===== src/rtl/bounded_counter_pkg.sv =====
// ----------------------------------------------------------------------------
// bounded_counter_pkg
//
// Shared types and encodings for the bounded counter block.
//   counter_mode_t   : count behaviour selected by the 2-bit mode input
//   one_shot_state_t : run/finished state used by ONE_SHOT mode
//   MODE_*           : raw encodings of the mode input, for drivers that do
//                      not use the enum type directly
// ----------------------------------------------------------------------------
package bounded_counter_pkg;

    typedef enum logic [1:0] {
        WRAP     = 2'd0,
        SATURATE = 2'd1,
        BOUNCE   = 2'd2,
        ONE_SHOT = 2'd3
    } counter_mode_t;

    typedef enum logic {
        RUN  = 1'b0,
        DONE = 1'b1
    } one_shot_state_t;

    localparam logic [1:0] MODE_WRAP     = 2'd0;
    localparam logic [1:0] MODE_SATURATE = 2'd1;
    localparam logic [1:0] MODE_BOUNCE   = 2'd2;
    localparam logic [1:0] MODE_ONE_SHOT = 2'd3;

endpackage


===== src/rtl/bounded_counter_step.sv =====
// ----------------------------------------------------------------------------
// bounded_counter_step
//
// Purely combinational next-value calculator for bounded_counter. Given the
// current count, direction and mode it produces the value, direction and
// terminal flag that one count update would produce.
//
// Ports:
//   curVal_i    : current registered count
//   curDirUp_i  : current registered direction (1 = up)
//   upIn_i      : requested direction for non-BOUNCE modes
//   step_i      : magnitude of the update
//   mode_i      : counting mode
//   nextVal_o   : count after the update
//   nextDirUp_o : direction after the update
//   terminal_o  : update reached or crossed a bound (mode-specific rules)
//   atBound_o   : SATURATE/ONE_SHOT result sits on the bound it counts toward
// ----------------------------------------------------------------------------
module bounded_counter_step
    import bounded_counter_pkg::*;
#(
    parameter int WIDTH      = 16,
    parameter int MIN        = 0,
    parameter int MAX        = 65535,
    parameter int STEP_WIDTH = 4
) (
    input  logic [WIDTH-1:0]      curVal_i,
    input  logic                  curDirUp_i,
    input  logic                  upIn_i,
    input  logic [STEP_WIDTH-1:0] step_i,
    input  counter_mode_t         mode_i,
    output logic [WIDTH-1:0]      nextVal_o,
    output logic                  nextDirUp_o,
    output logic                  terminal_o,
    output logic                  atBound_o
);

    // Two spare bits: one for carry past MAX, one sign bit so that counting
    // below zero is a real negative number rather than a silent wrap.
    localparam int EW = WIDTH + 2;
    localparam logic signed [EW-1:0] MinExt   = EW'(MIN);
    localparam logic signed [EW-1:0] MaxExt   = EW'(MAX);
    localparam logic signed [EW-1:0] RangeExt = EW'(MAX - MIN + 1);

    logic signed [EW-1:0] curExt;
    logic signed [EW-1:0] stepExt;
    logic signed [EW-1:0] sumExt;
    logic signed [EW-1:0] boundExt;
    logic signed [EW-1:0] resExt;
    logic                 dirUp;
    logic                 over;
    logic                 under;
    logic                 hitBound;

    // BOUNCE follows its own direction register; every other mode follows
    // the direction requested on this cycle.
    always_comb begin
        dirUp    = (mode_i == BOUNCE) ? curDirUp_i : upIn_i;
        curExt   = $signed({2'b00, curVal_i});
        stepExt  = $signed({{(EW-STEP_WIDTH){1'b0}}, step_i});
        sumExt   = dirUp ? (curExt + stepExt) : (curExt - stepExt);
        boundExt = dirUp ? MaxExt : MinExt;
        over     = dirUp && (sumExt > MaxExt);
        under    = !dirUp && (sumExt < MinExt);
        hitBound = (sumExt == boundExt);
    end

    // Step never exceeds the range, so a single wrap or a single reflection
    // always lands back inside [MIN,MAX]. A zero step is a no-op in every
    // mode, including keeping the old direction.
    always_comb begin
        resExt      = sumExt;
        nextDirUp_o = upIn_i;
        terminal_o  = 1'b0;
        atBound_o   = 1'b0;
        case (mode_i)
            WRAP: begin
                if (over) begin
                    resExt = sumExt - RangeExt;
                end else if (under) begin
                    resExt = sumExt + RangeExt;
                end
                terminal_o = over || under || hitBound;
            end
            SATURATE, ONE_SHOT: begin
                if (over || under) begin
                    resExt = boundExt;
                end
                atBound_o  = (resExt == boundExt);
                terminal_o = (curExt != boundExt) && (resExt == boundExt);
            end
            BOUNCE: begin
                if (over) begin
                    resExt = MaxExt - (sumExt - MaxExt);
                end else if (under) begin
                    resExt = MinExt + (MinExt - sumExt);
                end
                nextDirUp_o = (over || under || hitBound) ? !curDirUp_i : curDirUp_i;
                terminal_o  = over || under || hitBound;
            end
            default: begin
                resExt = curExt;
            end
        endcase
        if (step_i == '0) begin
            resExt      = curExt;
            nextDirUp_o = curDirUp_i;
            terminal_o  = 1'b0;
            atBound_o   = 1'b0;
        end
    end

    assign nextVal_o = WIDTH'(resExt);

endmodule


===== src/rtl/bounded_counter.sv =====
// ----------------------------------------------------------------------------
// bounded_counter
//
// Registered up/down counter confined to [MIN,MAX] with a programmable step
// and four modes: WRAP, SATURATE, BOUNCE and ONE_SHOT.
//
// Ports:
//   clock      : rising-edge clock
//   reset_     : synchronous reset, active high
//   enable_    : perform one count update this cycle
//   load_      : load load_value (clamped into range) and re-arm
//   load_value : value to load
//   step       : magnitude of each update
//   up_        : direction for WRAP/SATURATE/ONE_SHOT, start direction on load
//   mode       : counter_mode_t encoding
//   out        : registered count
//   direction_ : registered direction (1 = up)
//   terminal_  : one-cycle pulse when an update reached/crossed a bound
//   done_      : ONE_SHOT has finished (level)
//
// Optional build macro BOUNDED_COUNTER_PRESCALER_EN: when defined, only every
// PRESCALE-th enabled cycle performs an update.
// ----------------------------------------------------------------------------
module bounded_counter
    import bounded_counter_pkg::*;
#(
    parameter int WIDTH      = 16,
    parameter int MIN        = 0,
    parameter int MAX        = 65535,
    parameter int STEP_WIDTH = 4,
    parameter int PRESCALE   = 4
) (
    input  logic                  clock,
    input  logic                  reset_,
    input  logic                  enable_,
    input  logic                  load_,
    input  logic [WIDTH-1:0]      load_value,
    input  logic [STEP_WIDTH-1:0] step,
    input  logic                  up_,
    input  logic [1:0]            mode,
    output logic [WIDTH-1:0]      out,
    output logic                  direction_,
    output logic                  terminal_,
    output logic                  done_
);

    localparam logic [WIDTH-1:0] MinVal = WIDTH'(MIN);
    localparam logic [WIDTH-1:0] MaxVal = WIDTH'(MAX);

    counter_mode_t   modeT;
    one_shot_state_t stateQ, stateD;
    logic [WIDTH-1:0] countQ, countD;
    logic             dirQ, dirD;
    logic             termQ, termD;
    logic [WIDTH-1:0] loadClamped;
    logic             activeEnable;
    logic             update;
    logic [WIDTH-1:0] stepVal;
    logic             stepDir;
    logic             stepTerm;
    logic             stepAtBound;

    assign modeT = counter_mode_t'(mode);

    // A finished one-shot ignores enable_ entirely, prescaler included.
    assign activeEnable = enable_ && !((modeT == ONE_SHOT) && (stateQ == DONE));

`ifdef BOUNDED_COUNTER_PRESCALER_EN
    localparam int PsW = (PRESCALE > 1) ? $clog2(PRESCALE) : 1;
    localparam logic [PsW-1:0] PsLast = PsW'(PRESCALE - 1);

    logic [PsW-1:0] prescaleQ, prescaleD;

    assign update = activeEnable && (prescaleQ == PsLast);
`else
    assign update = activeEnable;
`endif

    always_comb begin
        if (load_value < MinVal) begin
            loadClamped = MinVal;
        end else if (load_value > MaxVal) begin
            loadClamped = MaxVal;
        end else begin
            loadClamped = load_value;
        end
    end

    bounded_counter_step #(
        .WIDTH      (WIDTH),
        .MIN        (MIN),
        .MAX        (MAX),
        .STEP_WIDTH (STEP_WIDTH)
    ) u_step (
        .curVal_i    (countQ),
        .curDirUp_i  (dirQ),
        .upIn_i      (up_),
        .step_i      (step),
        .mode_i      (modeT),
        .nextVal_o   (stepVal),
        .nextDirUp_o (stepDir),
        .terminal_o  (stepTerm),
        .atBound_o   (stepAtBound)
    );

    // State register: all flops of the block. Reset beats everything else.
    always_ff @(posedge clock) begin
        if (reset_) begin
            countQ <= MinVal;
            dirQ   <= 1'b1;
            termQ  <= 1'b0;
            stateQ <= RUN;
`ifdef BOUNDED_COUNTER_PRESCALER_EN
            prescaleQ <= '0;
`endif
        end else begin
            countQ <= countD;
            dirQ   <= dirD;
            termQ  <= termD;
            stateQ <= stateD;
`ifdef BOUNDED_COUNTER_PRESCALER_EN
            prescaleQ <= prescaleD;
`endif
        end
    end

    // Next-state logic: load wins over enable. Switching away from ONE_SHOT
    // drops back to RUN so done_ clears, independent of enable_.
    always_comb begin
        countD = countQ;
        dirD   = dirQ;
        termD  = 1'b0;
        stateD = stateQ;
`ifdef BOUNDED_COUNTER_PRESCALER_EN
        prescaleD = prescaleQ;
`endif
        if (load_) begin
            countD = loadClamped;
            dirD   = up_;
            stateD = RUN;
`ifdef BOUNDED_COUNTER_PRESCALER_EN
            prescaleD = '0;
`endif
        end else begin
            if (update) begin
                countD = stepVal;
                dirD   = stepDir;
                termD  = stepTerm;
                if ((modeT == ONE_SHOT) && stepAtBound) begin
                    stateD = DONE;
                end
            end
            if (modeT != ONE_SHOT) begin
                stateD = RUN;
            end
`ifdef BOUNDED_COUNTER_PRESCALER_EN
            if (update) begin
                prescaleD = '0;
            end else if (activeEnable) begin
                prescaleD = prescaleQ + 1'b1;
            end
`endif
        end
    end

    // Output logic: straight decode of the registers.
    always_comb begin
        out        = countQ;
        direction_ = dirQ;
        terminal_  = termQ;
        done_      = (stateQ == DONE);
    end

endmodule


===== config.mk =====
export PLATFORM = sky130hd
export DESIGN_NAME = bounded_counter
export DESIGN_NICKNAME = d
export VERILOG_FILES = /design/src/rtl/bounded_counter_pkg.sv /design/src/rtl/bounded_counter_step.sv /design/src/rtl/bounded_counter.sv
export SDC_FILE = /design/constraint.sdc
export NUM_CORES = 1
export LEC_CHECK = 0
export CAP_MARGIN = 40
export CORE_UTILIZATION = 59
export CTS_BUF_LIST = sky130_fd_sc_hd__clkbuf_4
export DETAILED_ROUTE_END_ITERATION = 8
export PLACE_DENSITY = 0.88
export REMOVE_ABC_BUFFERS = 1
export SKIP_LAST_GASP = 1
export SLEW_MARGIN = 20
export SYNTH_ARGS = -nofsm -noshare
export SYNTH_HDL_FRONTEND = slang
export SYNTH_SLANG_ARGS = --single-unit

===== constraint.sdc =====
create_clock -name clock -period 10.9 [get_ports clock]
set_input_delay 2.725 -clock clock [delete_from_list [all_inputs] [get_ports clock]]
set_output_delay 2.725 -clock clock [all_outputs]
set_load 0.03 [all_outputs]

==> impl_metrics.env, run 1 <==
export IMPL_status="finished, final reports clean"
export IMPL_cts_hold_buf=0
export IMPL_crit_fanout=14
export IMPL_dp_slack_ps=4570
export IMPL_grtUsageTotal=0.356
export IMPL_drt_iter0_drc=385
export IMPL_vias=2893
export IMPL_synth_distinct_cells=82
export IMPL_clock_latency_ps=310
export IMPL_r2r_start="out[0]"
export IMPL_post_cts_buffers=0
export IMPL_maxSlewHeadroom=0.440
export IMPL_layout_common_cells="clkdlybuf4s50_1 (45), nor2_1 (33), nand2_1 (29)"
export IMPL_dieArea_mm2=0.00446
export IMPL_fin_util=0.725
export IMPL_holdPathEnd="done_"
export IMPL_final_cell_area_mm2=0.00292
export IMPL_yosysTopAreaCellShare=0.154
export IMPL_start_util=0.615
export IMPL_maxCapViolations=0
export IMPL_overflow=0
export IMPL_worst_r2r_path_depth=12
export IMPL_syn_area_per_cell_um2=7.35
export IMPL_grt_max_degree=31
export IMPL_gp_congestion=1.00
export IMPL_yosysTopAreaCell="dfxtp_1"
export IMPL_slew_violations=0
export IMPL_cp_required_ps=11150
export IMPL_ctsResizeCount=0
export IMPL_clk_pin_slew_ps=120
export IMPL_final_common_cell="clkdlybuf4s50_1"
export IMPL_dpl_cell_area_mm2=0.00289
export IMPL_synthToLayoutAreaGrowth_pct=17.8
export IMPL_worstSetupPathType="primary input to register"
export IMPL_clk_path_buf_depth=2
export IMPL_viasPerCell=6.97
export IMPL_dp_hpwl_mm=5.85
export IMPL_ios=46
export IMPL_drive_gt1_frac=0.0822
export IMPL_finalSetupTns_ps=0
export IMPL_synth_edff_count=0
export IMPL_yosysWarnings=0
export IMPL_drcViolationCount=0
export IMPL_postRouteAntennaNets=0
export IMPL_rows=23
export IMPL_wl_per_cell_um=18.9
export IMPL_setup_viol=0
export IMPL_grt_pass1_vias=2481
export IMPL_cts_tree="done"
export IMPL_fin_hold_ws_ps=490
export IMPL_synth_area_mm2=0.00248
export IMPL_drtPass1Iterations=7
export IMPL_syn_inst=337
export IMPL_rsz0062_at_grt="false"
export IMPL_arrival_ps=6380
export IMPL_tightest_slew_ps=834
export IMPL_grt_pass1_wl_mm=12.0
export IMPL_finalHoldViolCount=0
export IMPL_cts_buffers=3
export IMPL_die_width_um=66.8
export IMPL_finalCriticalPeriod_ps=6130
export IMPL_fin_skew_ps=3.18
export IMPL_synthTopCellsByArea="dfxtp_1 (15%), ha_1 (6.1%), a21oi_1 (5.7%)"
export IMPL_cts_sinks=19
export IMPL_p_leak_nw=1.09
export IMPL_min_period_over_period=0.563
export IMPL_synth_seq_cells=19
export IMPL_worstHoldPathType="register to register"
export IMPL_nNetsFinal=407
export IMPL_core_area_mm2=0.00403
export IMPL_htreeDepth=1
export IMPL_cp_end_kind="register"
export IMPL_async_flop_share=0
export IMPL_die_h_um=66.8
export IMPL_r2r_setup_slack_ps=7290
export IMPL_diodes=0
export IMPL_seq_area_frac_synth=0.154
export IMPL_worstHoldPathCells=2
export IMPL_ir_drop_mv=0.0769
export IMPL_fmax_ghz=0.163
export IMPL_min_from="done_"
export IMPL_fin_ws_ps=4770
export IMPL_cp_start_kind="primary input"
export IMPL_totalWireLength_mm=7.84
export IMPL_power_density_mw_per_mm2=91.9
export IMPL_cts_root_buffer="clkbuf_4"
export IMPL_io_buffers=45
export IMPL_antenna_found_initial=0
export IMPL_r2r_end="out[7]"
export IMPL_synthFlopType="dfxtp_1"
-- critical path, stage by stage --
cell,delay (ps)
clkdlybuf4s50_1,640
and2b_4,400
mux2i_2,690
o22ai_2,200
xor2_1,390
nand4_1,160
or4_1,550
o41ai_4,290
o211ai_1,170
a21oi_1,170
-- worst max path at each step --
| stage | from | endpoint | slack [ps] | depth (start not counted) |
|---|---|---|---|---|
| 6_report | mode[0] | done_ | 4770 | 10 |
| 5_1_grt | mode[0] | out[2] | 4660 | 12 |
| 4_1_cts | mode[0] | done_ | 4880 | 10 |
| 3_5_place_dp | mode[0] | done_ | 4570 | 10 |
| 3_3_place_gp | mode[0] | done_ | 4670 | 10 |
| 2_1_floorplan | step[0] | direction_ | 5430 | 11 |
-- power by group --
group | internal [mW] | switching (mW) | leakage (nW) | total (mW)
Clock | 0.0137 | 0.0250 | 0.0177 | 0.0387
Sequential | 0.0744 | 0.0133 | 0.157 | 0.0877
Combinational | 0.0591 | 0.0828 | 0.913 | 0.142
-- Yosys cell counts, drive strengths merged (2+ instances only) --
cell	instances
inv	14
xor2	4
o31ai	2
or2	2
nor2b	3
and3	6
a21oi	30
or4	4
a22oi	2
nand4	9
nor4	8
nand2	29
mux2i	6
clkbuf	15
o22ai	2
nor3	18
a211o	3
o21ai	21
fa	2
o21a	3
dfxtp	19
nor2	33
a2111oi	2
and2b	2
a31oi	2
nand3	9
a221oi	3
o211ai	9
o41ai	2
buf	8
nand2b	3
xnor2	5
a211oi	8
a32oi	2
or3	9
ha	12
a311o	2
o221ai	3
-- registers in the layout, indices dropped and copies added (netlist names) --
signal	count
terminal_	1
done_	1
out	16
direction_	1
-- layout make-up --
| class | count | area, um^2 |
|---|---|---|
| multi-input combinational | 280 | 1930 |
| fill | 334 | 1110 |
| timing repair buffer | 47 | 465 |
| sequential | 19 | 380 |
| tap | 50 | 62.6 |
| inverter | 15 | 56.3 |
| clock buffer | 3 | 22.5 |
| clock inverter | 1 | 5.00 |
-- stage by stage --
step / power (mW) / instances
after global routing: 0.281 / 415
after floorplan: 0.177 / 314
after detailed placement: 0.226 / 411
after CTS: 0.264 / 415
final: 0.268 / 415
after global placement: 0.224 / 410
-- kinds of logic after synthesis --
family                   share of synthesized area
AND/OR/NAND/NOR                              0.299
buffers and inverters                       0.0687
XOR/XNOR                                    0.0424
adder cells (fa/ha/maj)                     0.0768
AO/OA/AOI/OAI                                0.323
flip-flops                                   0.154
multiplexers                                0.0369
-- per-layer routing --
layer | vias up | wire (um) | track usage
met5 | - | 0 | 0
met1 | 1306 | 3190 | 0.500
li1 | 1338 | - | -
met2 | 215 | 3570 | 0.561
met3 | 34 | 877 | 0.0462
met4 | 0 | 208 | 0.106
No activity file was read; power rests on OpenSTA's default activity.
==> run 2, diff against run 1 <==
--- a/config.mk
+++ b/config.mk
@@ -6,10 +6,10 @@
 export NUM_CORES = 1
 export LEC_CHECK = 0
 export CAP_MARGIN = 40
-export CORE_UTILIZATION = 59
+export CORE_UTILIZATION = 50
 export CTS_BUF_LIST = sky130_fd_sc_hd__clkbuf_4
 export DETAILED_ROUTE_END_ITERATION = 8
-export PLACE_DENSITY = 0.88
+export PLACE_DENSITY = 0.79
 export REMOVE_ABC_BUFFERS = 1
 export SKIP_LAST_GASP = 1
 export SLEW_MARGIN = 20
==> constraint.sdc (replaced) <==
create_clock -name clock -period 5.4 [get_ports clock]
set_input_delay 1.35 -clock clock [delete_from_list [all_inputs] [get_ports clock]]
set_output_delay 1.35 -clock clock [all_outputs]
set_load 0.03 [all_outputs]
==> run 2 against run 1 <==
Compared with the run above: die area up 17%; final cell count up 4.8%; via count down 3.1%; critical endpoint is now direction_; highest routed layer unchanged; critical path type unchanged; combinational power up 100%; register-to-register slack worse by 5300 ps.
==> impl_metrics.env, run 2 (synthesized netlist as in run 1, its figures left out) <==
export IMPL_vias=2804
export IMPL_nNetsFinal=410
export IMPL_viasPerCell=6.45
export IMPL_ir_drop_mv=0.121
export IMPL_maxCapViolations=0
export IMPL_worstHoldPathType="register to register"
export IMPL_clk_path_buf_depth=2
export IMPL_ios=46
export IMPL_diodes=0
export IMPL_min_from="done_"
export IMPL_wl_per_cell_um=17.2
export IMPL_total_power_mw=0.541
export IMPL_tightest_slew_ps=784
export IMPL_io_buffers=45
export IMPL_drt_iter0_drc=295
export IMPL_finalCriticalPeriod_ps=4610
export IMPL_dieArea_mm2=0.00524
export IMPL_crit_fanout=7
export IMPL_min_period_over_period=0.854
export IMPL_setup_viol=0
export IMPL_grt_pass1_vias=2496
export IMPL_ctsResizeCount=0
export IMPL_postRouteAntennaNets=0
export IMPL_place_inst=431
export IMPL_gp_congestion=1.01
export IMPL_worst_r2r_path_depth=11
export IMPL_clock_latency_ps=310
export IMPL_final_common_cell="clkdlybuf4s50_1"
export IMPL_cts_buffers=3
export IMPL_grt_max_degree=31
export IMPL_cts_hold_buf=0
export IMPL_layoutNonFillerInstCount=435
export IMPL_finalHoldViolCount=0
export IMPL_maxSlewHeadroom=0.473
export IMPL_r2r_end="direction_"
export IMPL_largest_register_ffs=16
export IMPL_cp_start_kind="primary input"
export IMPL_cts_tree="done"
export IMPL_rows=25
export IMPL_start_util=0.521
export IMPL_cp_required_ps=5610
export IMPL_grt_pass1_wl_mm=12.3
export IMPL_status="finished, final reports clean"
export IMPL_drcViolationCount=0
export IMPL_fmax_ghz=0.217
export IMPL_fin_skew_ps=5.29
export IMPL_totalWireLength_mm=7.47
export IMPL_dp_hpwl_mm=5.66
export IMPL_overflow=0
export IMPL_clk_pin_slew_ps=120
export IMPL_slew_violations=0
export IMPL_cts_root_buffer="clkbuf_4"
export IMPL_antenna_found_initial=0
export IMPL_rsz0062_at_grt="false"
export IMPL_arrival_ps=4820
export IMPL_synthToLayoutAreaGrowth_pct=19.6
export IMPL_drtPass1Iterations=5
export IMPL_die_width_um=72.4
export IMPL_worstHoldPathCells=2
export IMPL_post_cts_buffers=0
export IMPL_core_area_mm2=0.00475
export IMPL_drive_gt1_frac=0.0897
export IMPL_cts_sinks=19
export IMPL_holdPathEnd="done_"
export IMPL_finalSetupTns_ps=0
export IMPL_die_h_um=72.4
export IMPL_r2r_start="out[0]"
export IMPL_cp_end_kind="register"
export IMPL_htreeDepth=1
export IMPL_worstSetupPathType="primary input to register"
export IMPL_p_leak_nw=1.10
export IMPL_layout_common_cells="clkdlybuf4s50_1 (45), nor2_1 (33), nand2_1 (29)"
export IMPL_power_density_mw_per_mm2=183
export IMPL_r2r_setup_slack_ps=1960
export IMPL_grtUsageTotal=0.300
-- run 2: cell count changes in the layout (fill, tap and decap cells not counted) --
| cell | previous run | this run |
|---|---|---|
| buf_4 | 2 | 5 |
-- run 2: layout make-up --
class | count | area [um^2]
inverters | 15 | 56.3
fillers | 485 | 1790
clock inverters | 1 | 5.00
well taps | 67 | 83.8
repair buffers | 50 | 488
multi-input cells | 280 | 1930
flip-flops and latches | 19 | 380
clock buffers | 3 | 22.5
-- run 2: worst max-delay path by stage --
stage / from / to / slack [ps] / cells after the start
2_1_floorplan: step[0] / direction_ / 1300 / 11
3_3_place_gp: step[0] / direction_ / 570 / 12
3_5_place_dp: step[0] / direction_ / 500 / 12
4_1_cts: step[0] / done_ / 840 / 12
5_1_grt: step[0] / direction_ / 600 / 12
6_report: step[0] / direction_ / 790 / 12
-- run 2: per-stage QoR --
step | worst slack [ps] | hold WS [ps] | instance area, um^2 | utilization
2_1_floorplan | 1300 | 577 | 2360 | -
3_3_place_gp | 571 | 456 | 2940 | 0.617
3_5_place_dp | 497 | 465 | 2940 | 0.617
4_1_cts | 845 | 484 | 2960 | 0.623
5_1_grt | 600 | 509 | 2960 | 0.623
6_report | 787 | 482 | 2960 | 0.623
-- run 2: critical path, stage by stage --
cell and delay, ps:
clkdlybuf4s50_1 470, ha_1 270, fa_1 400, nor3b_1 160, nor3_2 420, o22ai_2 140, xor2_1 330, nand4_1 140
or4_1 560, o41ai_4 300, o2111a_1 230, a211oi_2 50
-- run 2: per-layer routing --
metal,vias to the layer above,global-route usage,wire (um),share of wire
met2,127,0.484,3420,0.46
li1,1346,-,-,-
met3,13,0.0319,658,0.088
met5,-,0,0,0
met4,0,0.0806,101,0.014
met1,1318,0.425,3290,0.44
-- run 2: power by group --
group	total [mW]	switching, mW	internal, mW
Clock	0.0782	0.0504	0.0277
Combinational	0.287	0.165	0.122
Sequential	0.177	0.0264	0.150
Total	0.541	0.242	0.299
==> run 3, diff against run 2 <==
--- a/config.mk
+++ b/config.mk
@@ -11,7 +11,6 @@
 export DETAILED_ROUTE_END_ITERATION = 8
 export PLACE_DENSITY = 0.79
 export REMOVE_ABC_BUFFERS = 1
-export SKIP_LAST_GASP = 1
 export SLEW_MARGIN = 20
 export SYNTH_ARGS = -nofsm -noshare
 export SYNTH_HDL_FRONTEND = slang
==> results of run 3 <==
Same layout as run 2: the final DEF is identical, and so are final timing and power.
